## src/rtl/console_uart.sv

```systemverilog
// console_uart: 8N1 UART console that hands received bytes to a CPU and transmits bytes written by it.
// Ports:
//   CLK, RESET      rising-edge clock, synchronous active-high reset
//   CIN, CRDA, CACK received byte, byte-available flag, CPU consume pulse
//   COUT, CWR, CRDY byte to send, CPU write pulse, transmitter-ready flag
//   RXD, TXD        serial receive (asynchronous, idle high) and registered transmit lines
module console_uart #(
    parameter int CLKS_PER_BIT = 434
) (
    input  logic       CLK,
    input  logic       RESET,
    output logic [7:0] CIN,
    output logic       CRDA,
    input  logic       CACK,
    input  logic [7:0] COUT,
    input  logic       CWR,
    output logic       CRDY,
    input  logic       RXD,
    output logic       TXD
);
    localparam int CW = $clog2(CLKS_PER_BIT);
    localparam logic [CW-1:0] LAST = CW'(CLKS_PER_BIT - 1);
    localparam logic [CW-1:0] HALF = CW'(CLKS_PER_BIT / 2 - 1);
    typedef enum logic [1:0] {IDLE, START, DATA, STOP} state_e;
    logic [1:0]    sync_q;
    logic          rxd;
    state_e        rx_st_q, rx_st_d, tx_st_q, tx_st_d;
    logic [CW-1:0] rx_cnt_q, rx_cnt_d, tx_cnt_q, tx_cnt_d;
    logic [2:0]    rx_bit_q, rx_bit_d, tx_bit_q, tx_bit_d;
    logic [7:0]    rx_shf_q, rx_shf_d, tx_shf_q, tx_shf_d;
    logic          txd_q, txd_d;
    logic          rx_take, dv_q;
    logic [7:0]    cin_q;
    logic          crda_q;
    assign rxd = sync_q[1];
    always_ff @(posedge CLK) begin
        if (RESET) begin
            sync_q   <= 2'b11;
            rx_st_q  <= IDLE;
            rx_cnt_q <= '0;
            rx_bit_q <= '0;
            rx_shf_q <= '0;
            dv_q     <= 1'b0;
            cin_q    <= '0;
            crda_q   <= 1'b0;
            tx_st_q  <= IDLE;
            tx_cnt_q <= '0;
            tx_bit_q <= '0;
            tx_shf_q <= '0;
            txd_q    <= 1'b1;
        end else begin
            sync_q   <= {sync_q[0], RXD};
            rx_st_q  <= rx_st_d;
            rx_cnt_q <= rx_cnt_d;
            rx_bit_q <= rx_bit_d;
            rx_shf_q <= rx_shf_d;
            dv_q     <= rx_take;
            // A delivery is accepted when the holding register is free or being consumed in the same cycle
            if (dv_q && (!crda_q || CACK)) begin
                cin_q  <= rx_shf_q;
                crda_q <= 1'b1;
            end else if (CACK) begin
                crda_q <= 1'b0;
            end
            tx_st_q  <= tx_st_d;
            tx_cnt_q <= tx_cnt_d;
            tx_bit_q <= tx_bit_d;
            tx_shf_q <= tx_shf_d;
            txd_q    <= txd_d;
        end
    end
    // Receiver: START waits half a bit so all later samples land mid-bit
    always_comb begin
        rx_st_d  = rx_st_q;
        rx_cnt_d = rx_cnt_q + 1'b1;
        rx_bit_d = rx_bit_q;
        rx_shf_d = rx_shf_q;
        case (rx_st_q)
            IDLE: begin
                rx_cnt_d = '0;
                if (!rxd) rx_st_d = START;
            end
            START: if (rx_cnt_q == HALF) begin
                rx_cnt_d = '0;
                rx_bit_d = '0;
                rx_st_d  = rxd ? IDLE : DATA;
            end
            DATA: if (rx_cnt_q == LAST) begin
                rx_cnt_d = '0;
                rx_shf_d = {rxd, rx_shf_q[7:1]};
                rx_bit_d = rx_bit_q + 3'd1;
                if (rx_bit_q == 3'd7) rx_st_d = STOP;
            end
            STOP: if (rx_cnt_q == LAST) begin
                rx_cnt_d = '0;
                rx_st_d  = IDLE;
            end
        endcase
    end
    // Transmitter: the shift register is consumed LSB first as each bit is put on the line
    always_comb begin
        tx_st_d  = tx_st_q;
        tx_cnt_d = tx_cnt_q + 1'b1;
        tx_bit_d = tx_bit_q;
        tx_shf_d = tx_shf_q;
        txd_d    = txd_q;
        case (tx_st_q)
            IDLE: begin
                tx_cnt_d = '0;
                if (CWR) begin
                    tx_st_d  = START;
                    tx_shf_d = COUT;
                    txd_d    = 1'b0;
                end
            end
            START: if (tx_cnt_q == LAST) begin
                tx_cnt_d = '0;
                tx_bit_d = '0;
                tx_st_d  = DATA;
                txd_d    = tx_shf_q[0];
                tx_shf_d = tx_shf_q >> 1;
            end
            DATA: if (tx_cnt_q == LAST) begin
                tx_cnt_d = '0;
                tx_bit_d = tx_bit_q + 3'd1;
                tx_st_d  = (tx_bit_q == 3'd7) ? STOP : DATA;
                txd_d    = (tx_bit_q == 3'd7) ? 1'b1 : tx_shf_q[0];
                tx_shf_d = tx_shf_q >> 1;
            end
            STOP: if (tx_cnt_q == LAST) begin
                tx_cnt_d = '0;
                tx_st_d  = IDLE;
            end
        endcase
    end
    always_comb begin
        rx_take = (rx_st_q == STOP) && (rx_cnt_q == LAST) && rxd;
        CRDY    = (tx_st_q == IDLE);
        CIN     = cin_q;
        CRDA    = crda_q;
        TXD     = txd_q;
    end
endmodule

```

## config.mk

```make
export PLATFORM = sky130hd
export DESIGN_NAME = console_uart
export DESIGN_NICKNAME = d
export VERILOG_FILES = /design/src/rtl/console_uart.sv
export SDC_FILE = /design/constraint.sdc
export NUM_CORES = 1
export LEC_CHECK = 0
export CORE_MARGIN = 10
export CORE_UTILIZATION = 60
export CTS_CLUSTER_SIZE = 40
export DETAILED_ROUTE_END_ITERATION = 7
export PLACE_DENSITY = 0.84
export SLEW_MARGIN = 5
export SYNTH_ARGS = -nofsm -noshare
export SYNTH_HDL_FRONTEND = slang
export SYNTH_SLANG_ARGS = --single-unit
```

## constraint.sdc

```tcl
create_clock -name CLK -period 3.2 [get_ports CLK]
set_input_delay 0.32 -clock CLK [delete_from_list [all_inputs] [get_ports CLK]]
set_output_delay 0.32 -clock CLK [all_outputs]
set_load 0.02 [all_outputs]
```

# --- Yosys cells after proc, flatten, opt, wreduce, memory -nomap -nowiden ---
# Cells that the tools add are included.
op_classes:
  n_lt_le_gt_ge: 0
  add_sub_neg: 4
  bitwise: 0
  div: 0
  n_shift: 0
  n_eq_ne: 21
  mul: 0
  n_reduce_logical: 22
  n_mux: 34
op_table:
  columns: ["operator", "count"]
  rows:
  - ["9-bit 2-to-1 mux", 3]
  - ["9-bit case mux with 3 select lines", 1]
  - ["2-bit 2-to-1 mux", 10]
  - ["9-bit by 1-bit adder with 9-bit output (second input constant)", 2]
  - ["9-bit == test (second input constant)", 2]
  - ["2-bit != test (second input constant)", 9]
  - ["9-bit case mux with 2 select lines", 1]
  - ["8-bit 2-to-1 mux", 2]
  - ["2-bit case mux with 4 select lines", 2]
  - ["8-bit case mux with 2 select lines", 1]
  - ["3-bit 2-to-1 mux", 4]
  - ["3-bit case mux with 2 select lines", 2]
  - ["9-bit by 8-bit == test with 1-bit output (second input constant)", 1]
  - ["3-bit AND reduction", 3]
  - ["2-bit == test (second input constant)", 4]
  - ["4-bit AND reduction", 2]
  - ["2-bit nonzero test", 4]
  - ["1-bit 2-to-1 mux", 7]
  - ["3-bit by 1-bit adder with 3-bit output (second input constant)", 2]
  - ["3-bit == test (second input constant)", 2]
  - ["5-bit AND reduction", 1]
  - ["2-bit by 1-bit == test with 1-bit output (second input constant)", 2]
  - ["2-bit logical NOT", 2]
  - ["2-bit OR reduction", 2]
  - ["other kinds (8)", 10]
totals:
  ram_bits: 0
  inputBits: 13
  output_inout_bits: 11
  reg_bits: 57
  mem_bits_ro: 0
  elab_cells: 94
  latch_bits: 0
  n_memories: 0

# --- Depth between registers and ports, before layout ---
logic_depth:
  ltp_word: 4
  ltp_mapped: 7
  ltp_nobuf: 6

# --- Least setup slack after synthesis ---
# Ideal clock, no wire load.
synth_timing:
  kind: "register to register"
  from: "register tx_st_q[0]"
  to: "register tx_shf_q[7]"
  setup_ns: 0.070
  path_slack_ns: 1.466
  synth_period_minus_slack_ns: 1.734
  n_path_buf: 1
  arrival_ns: 1.663
  required_ns: 3.130
  path_stages_with_launch: 8
  path_cell_list: "dfxtp_1 > inv_1 > ha_1 > buf_2 > clkinv_1 > a21oi_1 > o21ai_0 > a21oi_1"
synth_between:
  elab_chain_len: 4
  word_cells_on_any_way: 9
  classes_between: "eq/ne (4); mux (1); reduce/logical (4)"
synth_rtl:
  columns: ["item", "line_no", "source"]
  rows:
  - ["start, declared", "27", "state_e rx_st_q, rx_st_d, tx_st_q, tx_st_d;"]
  - ["start signal, assigned", "65", "tx_st_q <= tx_st_d;"]
  - ["2-bit == test / 2-bit by 1-bit == test with 1-bit output (equally long branches)", "107", "case (tx_st_q)"]
  - ["2-bit OR reduction (no source line)", null, null]
  - ["2-bit by 1-bit != test with 1-bit output (no source line) / 2-bit nonzero test (equally long branches)", null, null]
  - ["3-bit AND reduction (no source line)", null, null]
  - ["end signal, assigned", "68", "tx_shf_q <= tx_shf_d;"]
  - ["end, declared", "30", "logic [7:0] rx_shf_q, rx_shf_d, tx_shf_q, tx_shf_d;"]
# Parallel ways exist; a longest one is shown, timed or not.
# A chain may end at the register's enable or synchronous reset.

# --- Worst setup path in the final report ---
layout_timing:
  from: "register tx_st_q[0]"
  to: "register tx_shf_q[5]"
# The elaborated chain is that of the path after synthesis.

==> impl_results.md <==
- Global-route wire length before repair: about 9300 µm
- Estimated wirelength of the detail-placed design: 3510 µm
- Crit path largest cell delay: slightly below 0.5 ns
- Antenna violations before repair: 0
- Ordered cell list for the critical path: inv_1 > ha_1 > clkinv_1 > a21oi_1 > o21ai_0 > a31oi_1
- Die ar.: a little over 7000 µm²
- Leakage power: between 1 and 1.5 nW
- Result of the run: complete, no violations
- Arrival time at the worst endpoint: between 2 and 3 ns
- Total wirelength of the detailed-routed design: 5340 µm
- Post-place setup slack: 1.09 ns
- Fraction of registers with async set/reset: 0
- Power density of the placed cells: 678 nW/µm²
- DR vias: about 2100
- Type of origin of the critical path: flip-flop
- Synthesized netlist net count: between 300 and 400
- Clock latency on the worst-skew pair: about 0.33 ns
- # nets final: around 330
- Combined area of all synthesized cells: 2550 µm²
- Clock Skews: between 0.007 and 0.008 ns
- Detailed-routing iteration count for the pre-antenna-repair pass: 4
- Post-synthesis average cell area: a little over 9 µm²
- Worst-path clk slew: 0.07 ns
- Die Span Y: approximately 85 µm
- Peak ir drop on the vdd network: approximately 0.74 mV
- Endpoint kind of the worst setup timing path: flip-flop
- Violation count after the first detailed-routing iteration: around 160
- Vias in the first global route: 2048
- Setup CP Type: flip-flop to flip-flop
- Delay-heaviest family, CP: compound AO/OA/AOI/OAI gates
- Post-CTS sizing: 0
- Count of clock tree sinks: 57
- Clk root buf: sky130_fd_sc_hd__clkbuf_8
- Quantity of hold-fixing buffers added after cts: 0
- Most used DFF post-synth: sky130_fd_sc_hd__dfxtp_1
- Worst Path Buf+Inv: 2
- GR Overflow Total: 0
- Worst min-delay path category: flip-flop to flip-flop
- TritonCTS clock tree: yes
- Critical path required time: 3.45 ns
- Number of fill cells: between 200 and 300
- Worst-case headroom to the max-slew limit: 0.635
- Final hold violation count: 0
- Final period util: 0.710
- Initial Utilization: 0.628
- Warnings, synthesis: 0
- Maximum number of pins on one net before global-route repair: 31
- Number of buffers inserted to repair setup after CTS: 0
- Max Clock Freq: roughly 440 MHz
- Library cell contributing the largest single delay on the critical path: sky130_fd_sc_hd__ha_1
- Multi-input gate area in the final layout: roughly 1300 µm²
- Unique cell type count in the Yosys netlist: between 40 and 50
- Number of antenna-violating nets in the routed design: 0
- # IOs: 24
- Number of remaining DRC errors: 0
- Average vias per placed instance: between 5 and 6
- Slew at the pin with the worst max-slew slack: roughly 0.53 ns
- Register bit count reported by yosys: 57
- Number of levels the H-tree was split into: 3
- Number of synthesized flops with an enable pin: 0
- Die Width: 85.2 µm
- Crit Path Max Fanout: 11
- Worst setup startpoint: tx_st_q[0]
- Cts bufs inserted: 9
- Core region area: just over 4000 µm²
- Total routing resource utilization after global routing: 0.152
- Sequential share of the synthesized area: 0.448
- Final Max Slew Viols: 0
- Minimum setup slack among reg-to-reg paths: 0.93 ns
- Combined flip-flop and latch cell area: ~1100 µm²
- Num rows: 23
- Bufs on Longest Clock Path: 2
- Number of input and output port buffers inserted: 23
- Setup-violating endpoint count in the final report: 0
- Setup repair after global routing missed its margin: false
- Final period demand of the worst path: between 2 and 2.5 ns
- Setup tns final: 0 ns
- Syn-to-layout area delta: 19.8%
- Worst Min Path Start: sync_q[0]
- Instance count of the mapped netlist: 280
- Reported max-cap violation count: 0
- Critical R2R Launch: tx_st_q[0]
- Global placement routability congestion: 0.796
- Number of antenna cells inserted: 0
- Hold Slack: about 0.42 ns
- Share of cells above drive strength 1: 0.0841
- WL per Instance: 14.9 µm
- Final Worst Setup Slack: just over 0.9 ns
## layer usage
metal,wire [µm],GRT usage,vias to the layer above
li1,-,-,1042
met1,2380,0.177,991
met2,2620,0.252,40
met3,275,0.0526,7
met4,68,0.0554,0
met5,0,0,-
## sequential cells by signal, indices dropped and copies added, names as in the netlist, named ones only
| signal | count |
|---|---|
| rx_bit_q | 3 |
| tx_shf_q | 8 |
| rx_st_q | 1 |
| CRDA | 1 |
| rx_cnt_q | 9 |
| CIN | 8 |
| dv_q | 1 |
| tx_bit_q | 3 |
| sync_q | 2 |
| tx_cnt_q | 9 |
| TXD | 1 |
| tx_st_q | 2 |
| rx_shf_q | 8 |
## cell usage in the layout (no fill, tap or decap), drive strengths merged, types with 6 or more instances in the layout
cell | netlist | routed
xnor2 | 10 | 10
nand4 | 12 | 12
mux2i | 18 | 18
nor2 | 43 | 43
inv | 14 | 14
dfxtp | 57 | 57
nand2 | 7 | 7
clkdlybuf4s50 | 0 | 23
a31oi | 8 | 8
nor3 | 6 | 6
nand3 | 15 | 15
o21ai | 16 | 16
clkbuf | 6 | 11
a21oi | 12 | 12
ha | 14 | 14
## kinds of logic after synthesis
group                    count (synthesis)  share of synthesized area
multiplexers                            19                     0.0751
XOR/XNOR                                13                     0.0447
AO/OA/AOI/OAI                           50                      0.122
buffers and inverters                   27                     0.0432
AND/OR/NAND/NOR                        100                      0.198
adder cells (fa/ha/maj)                 14                     0.0687
flip-flops                              57                      0.448
## metrics by stage
stage	cell area, µm²	power, W	instances	utilization
4_1_cts	3050	0.00207	359	0.752
6_report	3050	0.00207	359	0.752
3_5_place_dp	2810	0.00124	343	0.692
3_3_place_gp	2810	0.00124	343	0.692
5_1_grt	3050	0.00216	359	0.752
2_1_floorplan	2550	0.00113	280	-
## cells in the mapped netlist (7+ instances only)
cell type / number / area share
sky130_fd_sc_hd__a21oi_1: 12 / 0.024
sky130_fd_sc_hd__nand3_1: 15 / 0.029
sky130_fd_sc_hd__dfxtp_1: 57 / 0.45
sky130_fd_sc_hd__nand2_1: 7 / 0.010
sky130_fd_sc_hd__nand4_1: 12 / 0.029
sky130_fd_sc_hd__mux2i_1: 18 / 0.071
sky130_fd_sc_hd__nor2_1: 43 / 0.063
sky130_fd_sc_hd__xnor2_1: 10 / 0.034
sky130_fd_sc_hd__ha_1: 14 / 0.069
sky130_fd_sc_hd__inv_1: 14 / 0.021
sky130_fd_sc_hd__o21ai_0: 14 / 0.027
sky130_fd_sc_hd__a31oi_1: 8 / 0.020
## where the power goes
group,total [W],internal (W),switching (W)
registers,0.000811,0.000768,0.0000431
logic,0.000440,0.000154,0.000286
clock network,0.000819,0.000537,0.000282
total,0.00207,0.00146,0.000611
## final timing paths
path	end	cells after the start
setup / recovery	tx_shf_q[5]	6
hold / removal	sync_q[1]	1
setup reg to reg	tx_shf_q[5]	6
hold reg to reg	sync_q[1]	1
## layout make-up
type                       count  area share
tap                           50      0.0205
clock buffer                  11      0.0463
timing repair buffer          25      0.0803
inverter                      15      0.0184
multi-input combinational    196       0.427
sequential                    57       0.374
clock inverter                 5      0.0336
Note: power is estimated with default switching activity, not from simulation.
